## src/rtl/ps2_pkg.sv

```systemverilog
`default_nettype none
// ============================================================================
// Module      : ps2_pkg
// Description : Shared types and constants for the PS/2 keyboard receiver:
//               receiver state encoding, set-2 scan codes, HID key codes and
//               the scan-code to HID lookup.
// Revision    : 1.0 - initial release
// ============================================================================
package ps2_pkg;

    // Frame receiver states
    typedef enum logic [1:0] {
        IDLE   = 2'd0,
        DATA   = 2'd1,
        PARITY = 2'd2,
        STOP   = 2'd3
    } rx_state_t;

    // Set-2 make codes of the keys the game cares about
    localparam logic [7:0] SC_W     = 8'h1D;
    localparam logic [7:0] SC_A     = 8'h1C;
    localparam logic [7:0] SC_S     = 8'h1B;
    localparam logic [7:0] SC_D     = 8'h23;
    localparam logic [7:0] SC_SPACE = 8'h29;
    localparam logic [7:0] SC_BREAK = 8'hF0;
    localparam logic [7:0] SC_EXT   = 8'hE0;

    // HID usage codes presented to the game logic
    localparam logic [7:0] KEY_W     = 8'd26;
    localparam logic [7:0] KEY_A     = 8'd4;
    localparam logic [7:0] KEY_S     = 8'd22;
    localparam logic [7:0] KEY_D     = 8'd7;
    localparam logic [7:0] KEY_SPACE = 8'd44;
    localparam logic [7:0] KEY_NONE  = 8'd0;

    // Translate a set-2 code to HID; KEY_NONE marks an unmapped key
    function automatic logic [7:0] map_key(input logic [7:0] sc);
        logic [7:0] hid;
        hid = KEY_NONE;
        case (sc)
            SC_W:     hid = KEY_W;
            SC_A:     hid = KEY_A;
            SC_S:     hid = KEY_S;
            SC_D:     hid = KEY_D;
            SC_SPACE: hid = KEY_SPACE;
            default:  hid = KEY_NONE;
        endcase
        return hid;
    endfunction

endpackage
`default_nettype wire

```

## src/rtl/ps2_rx.sv

```systemverilog
`default_nettype none
// ============================================================================
// Module      : ps2_rx
// Description : PS/2 frame receiver. Synchronizes the raw pins, detects
//               falling clock edges, assembles 11-bit frames (start, 8 data
//               LSB first, odd parity, stop) and guards against stalled
//               frames with a watchdog.
// Revision    : 1.0 - initial release
// ============================================================================
module ps2_rx
    import ps2_pkg::*;
#(
    parameter int TIMEOUT_CYCLES = 50000
) (
    input  logic       clk,
    input  logic       rst,
    input  logic       i_ps2_clk,
    input  logic       i_ps2_data,
    output logic [7:0] o_byte,
    output logic       o_byte_valid,
    output logic       o_frame_err
);

    localparam int         c_wd_w   = $clog2(TIMEOUT_CYCLES + 1);
    localparam logic [c_wd_w-1:0] c_wd_max = c_wd_w'(TIMEOUT_CYCLES - 1);

    logic r_clk_s1, r_clk_s2, r_clk_prev;
    logic r_dat_s1, r_dat_s2, r_dat_d;
    logic r_fall;

    rx_state_t   r_state, w_state_nxt;
    logic [2:0]  r_cnt, w_cnt_nxt;
    logic [7:0]  r_shift, w_shift_nxt;
    logic        r_par, w_par_nxt;
    logic [c_wd_w-1:0] r_wd;
    logic        w_wd_expire;
    logic        w_bv, w_fe;
    logic [7:0]  r_byte;
    logic        r_byte_valid, r_frame_err;

    // Two-flop synchronizers and registered falling-edge detect; data is
    // delayed one stage so it stays aligned with r_fall.
    always_ff @(posedge clk) begin
        if (rst) begin
            r_clk_s1   <= 1'b1;
            r_clk_s2   <= 1'b1;
            r_clk_prev <= 1'b1;
            r_dat_s1   <= 1'b1;
            r_dat_s2   <= 1'b1;
            r_dat_d    <= 1'b1;
            r_fall     <= 1'b0;
        end else begin
            r_clk_s1   <= i_ps2_clk;
            r_clk_s2   <= r_clk_s1;
            r_clk_prev <= r_clk_s2;
            r_dat_s1   <= i_ps2_data;
            r_dat_s2   <= r_dat_s1;
            r_dat_d    <= r_dat_s2;
            r_fall     <= r_clk_prev & ~r_clk_s2;
        end
    end

    assign w_wd_expire = (r_state != IDLE) && (r_wd == c_wd_max);

    // Watchdog: counts cycles spent mid-frame, restarted by every edge
    always_ff @(posedge clk) begin
        if (rst || r_state == IDLE || r_fall || w_wd_expire) begin
            r_wd <= '0;
        end else begin
            r_wd <= r_wd + 1'b1;
        end
    end

    // Frame FSM next-state logic; an expiring watchdog overrides any edge
    always_comb begin
        w_state_nxt = r_state;
        w_cnt_nxt   = r_cnt;
        w_shift_nxt = r_shift;
        w_par_nxt   = r_par;
        w_bv        = 1'b0;
        w_fe        = 1'b0;
        if (w_wd_expire) begin
            w_state_nxt = IDLE;
            w_cnt_nxt   = 3'd0;
            w_shift_nxt = 8'd0;
            w_fe        = 1'b1;
        end else if (r_fall) begin
            case (r_state)
                IDLE: begin
                    if (!r_dat_d) begin
                        w_state_nxt = DATA;
                        w_cnt_nxt   = 3'd0;
                    end else begin
                        w_fe = 1'b1;
                    end
                end
                DATA: begin
                    w_shift_nxt = {r_dat_d, r_shift[7:1]};
                    if (r_cnt == 3'd7) begin
                        w_state_nxt = PARITY;
                    end else begin
                        w_cnt_nxt = r_cnt + 3'd1;
                    end
                end
                PARITY: begin
                    w_par_nxt   = r_dat_d;
                    w_state_nxt = STOP;
                end
                STOP: begin
                    if (r_dat_d && (^{r_shift, r_par})) begin
                        w_bv = 1'b1;
                    end else begin
                        w_fe = 1'b1;
                    end
                    w_state_nxt = IDLE;
                end
                default: w_state_nxt = IDLE;
            endcase
        end
    end

    // Frame FSM state and registered result pulses
    always_ff @(posedge clk) begin
        if (rst) begin
            r_state      <= IDLE;
            r_cnt        <= 3'd0;
            r_shift      <= 8'd0;
            r_par        <= 1'b0;
            r_byte       <= 8'd0;
            r_byte_valid <= 1'b0;
            r_frame_err  <= 1'b0;
        end else begin
            r_state      <= w_state_nxt;
            r_cnt        <= w_cnt_nxt;
            r_shift      <= w_shift_nxt;
            r_par        <= w_par_nxt;
            r_byte_valid <= w_bv;
            r_frame_err  <= w_fe;
            if (w_bv) begin
                r_byte <= r_shift;
            end
        end
    end

    assign o_byte       = r_byte;
    assign o_byte_valid = r_byte_valid;
    assign o_frame_err  = r_frame_err;

endmodule
`default_nettype wire

```

## src/rtl/ps2_keyboard.sv

```systemverilog
`default_nettype none
// ============================================================================
// Module      : ps2_keyboard
// Description : PS/2 set-2 keyboard front end. Receives scan-code bytes,
//               tracks make/break/extended prefixes and holds the HID code
//               of the most recently pressed mapped key while it is down.
// Revision    : 1.0 - initial release
// ============================================================================
module ps2_keyboard
    import ps2_pkg::*;
#(
    parameter int TIMEOUT_CYCLES = 50000
) (
    input  logic       Clk,
    input  logic       Reset,
    input  logic       ps2_clk,
    input  logic       ps2_data,
    output logic [7:0] keycode,
    output logic       key_event,
    output logic       frame_err
);

    logic [7:0] w_byte;
    logic       w_byte_valid;
    logic       w_frame_err;
    logic [7:0] w_hid;
    logic       r_brk, r_ext;
    logic [7:0] r_keycode;
    logic       r_key_event;

    ps2_rx #(
        .TIMEOUT_CYCLES (TIMEOUT_CYCLES)
    ) u_rx (
        .clk          (Clk),
        .rst          (Reset),
        .i_ps2_clk    (ps2_clk),
        .i_ps2_data   (ps2_data),
        .o_byte       (w_byte),
        .o_byte_valid (w_byte_valid),
        .o_frame_err  (w_frame_err)
    );

    // Extended codes never map to a game key
    assign w_hid = r_ext ? KEY_NONE : map_key(w_byte);

    // Make/break decoder and held-key register
    always_ff @(posedge Clk) begin
        if (Reset) begin
            r_brk       <= 1'b0;
            r_ext       <= 1'b0;
            r_keycode   <= KEY_NONE;
            r_key_event <= 1'b0;
        end else begin
            r_key_event <= 1'b0;
            if (w_frame_err) begin
                r_brk <= 1'b0;
                r_ext <= 1'b0;
            end else if (w_byte_valid) begin
                if (w_byte == SC_BREAK) begin
                    r_brk <= 1'b1;
                end else if (w_byte == SC_EXT) begin
                    r_ext <= 1'b1;
                end else begin
                    r_brk <= 1'b0;
                    r_ext <= 1'b0;
                    if (w_hid != KEY_NONE) begin
                        if (!r_brk) begin
                            r_keycode   <= w_hid;
                            r_key_event <= (w_hid != r_keycode);
                        end else if (w_hid == r_keycode) begin
                            r_keycode   <= KEY_NONE;
                            r_key_event <= 1'b1;
                        end
                    end
                end
            end
        end
    end

    assign keycode   = r_keycode;
    assign key_event = r_key_event;
    assign frame_err = w_frame_err;

endmodule
`default_nettype wire

```

## config.mk

```make
export PLATFORM = sky130hd
export DESIGN_NAME = ps2_keyboard
export DESIGN_NICKNAME = d
export VERILOG_FILES = /design/src/rtl/ps2_pkg.sv /design/src/rtl/ps2_rx.sv /design/src/rtl/ps2_keyboard.sv
export SDC_FILE = /design/constraint.sdc
export NUM_CORES = 1
export LEC_CHECK = 0
export BUFFER_PORTS_ARGS = -buffer_cell sky130_fd_sc_hd__buf_2
export CORE_MARGIN = 8
export CORE_UTILIZATION = 55
export CTS_BUF_LIST = sky130_fd_sc_hd__clkbuf_4
export DETAILED_ROUTE_END_ITERATION = 7
export HOLD_SLACK_MARGIN = 0.08
export PLACE_DENSITY = 0.82
export SLEW_MARGIN = 10
export SYNTH_ARGS = -nofsm -noshare
export SYNTH_HDL_FRONTEND = slang
export SYNTH_SLANG_ARGS = --single-unit
```

## constraint.sdc

```tcl
create_clock -name Clk -period 5 [get_ports Clk]
set_input_delay 0.75 -clock Clk [delete_from_list [all_inputs] [get_ports Clk]]
set_output_delay 0.75 -clock Clk [all_outputs]
set_load 0.02 [all_outputs]
```

==> impl_results.md <==
* Total GRT Usage at 0.142
* Fillers at 425
* Cell Area, Placed at 2820 um^2
* Post-synth EDFFs at 0
* CORE AREA at 4790 um^2
* Worst Tran Pin Value at 554 ps
* Placed insts at 382
* Initial DRC Count at 142
* Commonest non-fill, non-tap cell in the layout: dfxtp_1
* Die area at 7520 um^2
* Yosys top cell area share at 0.407
* Crit share post-route at 0.523
* GP Congestion at 0.882
* Worst-path clk slew at 180 ps
* Cell area after layout at 2890 um^2
* Register-to-Register Setup Slack at 2390 ps
* Top Ports at 14
* Critical path class: flop to flop
* Crit-path max cell delay at 500 ps
* Wire length per cell at 12.7 um
* Worst Skew at 20.2 ps
* Rel. slew slack at 0.627
* ANT cells at 0
* Power per cell area at 234 nW/um^2
* DRC viols at 0
* Pin count of the biggest net entering global routing at 37
* Max VDD drop at 0.156 mV
* Maxcap violations at 0
* CP Data Required Time at 5290 ps
* Commonest cells after routing, fill and taps aside: dfxtp_1 (56), nor2_1 (35), nand2_1 (27)
* Initial Util at 0.575
* Die Y at 86.7 um
* Min Tclk post-route at 2610 ps
* Worst hold slack at 423 ps
* Mapped Area at 2750 um^2
* Hold-fix buffers, CTS at 0
* Multi-input logic area at 1530 um^2
* Max-slew violations at 0
* Yosys cell types at 53
* Antenna violations before repair at 0
* Worst setup SP type: flop
* Final hold vios at 0
* Reg area at 1120 um^2
* Total routed wirelength at 4950 um
* H-tree levels at 2
* Synth Flop Type: dfxtp_1
* CP Capture Point: keycode[1]$_SDFFE_PP0P_
* Register bit total from synthesis at 56
* CP Launch Point: u_rx.o_byte[5]$_SDFFE_PP0P_
* Number of buffers created by CTS at 5
* RSZ-0062 raised after global routing: no
* Critical Path, Cell by Cell: nor3b_1 -> nand4_1 -> a21oi_1 -> mux2_2 -> nand4_1 -> ha_1 -> or2_2 -> o21ai_0 -> o21ai_0
* Post-CTS Setup Bufs at 0
* Fmax at 0.383 GHz
* Leak Pwr at 1.01 nW
* # clock sinks at 56
* CTS resizes at 0
* First-pass GRT wire length at 8840 um
* Syn avg cell area at 8.68 um^2
* Hold Path Class: flop to flop
* Gate Count Post-Synth at 317
* Finish-stage setup viols at 0
* CTS tree: yes
* Finished Layout Cells at 390
* Vias per cell at 5.42
* Status: finished, final reports clean
* Die width at 86.7 um
* 1st-pass router iterations at 4
* R2R depth at 9
* Root Buffer: clkbuf_4
* Worst skew pair latency at 400 ps
* Min-delay src: u_rx.r_clk_prev$_SDFF_PP1_
* Reg-to-reg endpoint: keycode[1]$_SDFFE_PP0P_
* Sequential area share after synthesis at 0.407
* Vias in the first global route at 2046
* Routed vias at 2112
* Layout cells sized above 1 at 0.0929
* Top cells by area, synth: dfxtp_1 (41%), nor2_1 (4.8%), mux2i_1 (4.0%)
* Synth Warn # at 0
* R2r startpoint: u_rx.o_byte[5]$_SDFFE_PP0P_
* Antenna viol nets, final at 0
* Cell taking the most area after synthesis: dfxtp_1
* Slowest CP cell: dfxtp_1
* Setup tns final at 0 ps
* Layout net count at 334
* Worst-path fanout max at 9
* Site row count at 25
* Dpl hpwl at 3550 um
* Fraction of registers with async set/reset at 0
* Clock Path Buffers at 2
* Area growth syn-to-layout at 5.00%
* Endpoint class of the critical path: flop
* Grt total ovfl at 0
* WP data arrival at 2910 ps
* Port Buf Inserts at 11
[layout make-up]
class,instances,area share
multi-input cells,238,0.528
repair buffers,11,0.0191
flip-flops and latches,56,0.388
inverters,10,0.0130
well taps,67,0.0290
clock inverters,3,0.00953
clock buffers,5,0.0130
[layer usage]
layer / up-vias / part of all wire / GRT usage / routed length (um)
met5: - / 0 / 0 / 0
met4: 0 / 0.0055 / 0.0501 / 27
met3: 2 / 0.031 / 0.0369 / 155
met2: 30 / 0.50 / 0.240 / 2450
met1: 980 / 0.47 / 0.169 / 2320
li1: 1100 / - / - / -
[stage by stage]
step | utilization | worst slack, ps | power [mW]
after floorplan | - | 2730 | 0.472
after global placement | 0.590 | 2480 | 0.474
after detailed placement | 0.590 | 2390 | 0.474
after CTS | 0.604 | 2390 | 0.684
after global routing | 0.604 | 2020 | 0.700
final | 0.604 | 2390 | 0.676
[sequential cells by signal (all words and copies together) (netlist names)]
signal	flops
key_event	1
keycode	6
r_brk	1
r_ext	1
u_rx.o_byte	8
u_rx.o_byte_valid	1
u_rx.o_frame_err	1
u_rx.r_clk_prev	1
u_rx.r_clk_s1	1
u_rx.r_clk_s2	1
u_rx.r_cnt	3
u_rx.r_dat_d	1
u_rx.r_dat_s1	1
u_rx.r_dat_s2	1
u_rx.r_fall	1
u_rx.r_par	1
u_rx.r_shift	8
u_rx.r_state	2
u_rx.r_wd	16
[where the power goes]
part           total [mW]  internal (mW)  switching, mW
Clock               0.211         0.0593          0.152
Combinational      0.0143        0.00533        0.00896
Sequential          0.451          0.449        0.00169
Total               0.676          0.514          0.163
[critical path: cells and delay by family (launching register included)]
family | cells | cell delay [ps]
fa+ha+maj | 1 | 210
flops | 1 | 500
compound gates | 3 | 490
simple gates | 4 | 1150
mux | 1 | 170
[Yosys cell counts, types with 9 or more instances]
master and n:
dfxtp_1 56, nor2_1 35, nand2_1 27, nand3_1 19, nand2b_1 16, a21oi_1 15
o21ai_0 15, mux2i_1 11, xnor2_1 11, inv_1 10, clkbuf_1 9, xor2_1 9
[cell families after synthesis]
group | share of synthesized area
buffers and inverters | 0.0391
other | 0.00136
adder cells (fa/ha/maj) | 0.0364
XOR/XNOR | 0.0800
multiplexers | 0.0441
flip-flops | 0.407
AND/OR/NAND/NOR | 0.280
AO/OA/AOI/OAI | 0.111
[worst min path at each step]
stage / to / cells after the start
CTS: u_rx.r_fall$_SDFF_PP0_ / 2
detailed placement: u_rx.r_dat_s2$_SDFF_PP1_ / 1
global placement: u_rx.r_dat_s2$_SDFF_PP1_ / 1
floorplan: u_rx.r_clk_s2$_SDFF_PP1_ / 1
global route: u_rx.r_fall$_SDFF_PP0_ / 2
finish: u_rx.r_fall$_SDFF_PP0_ / 2
Note: power is estimated with default switching activity, not from simulation.
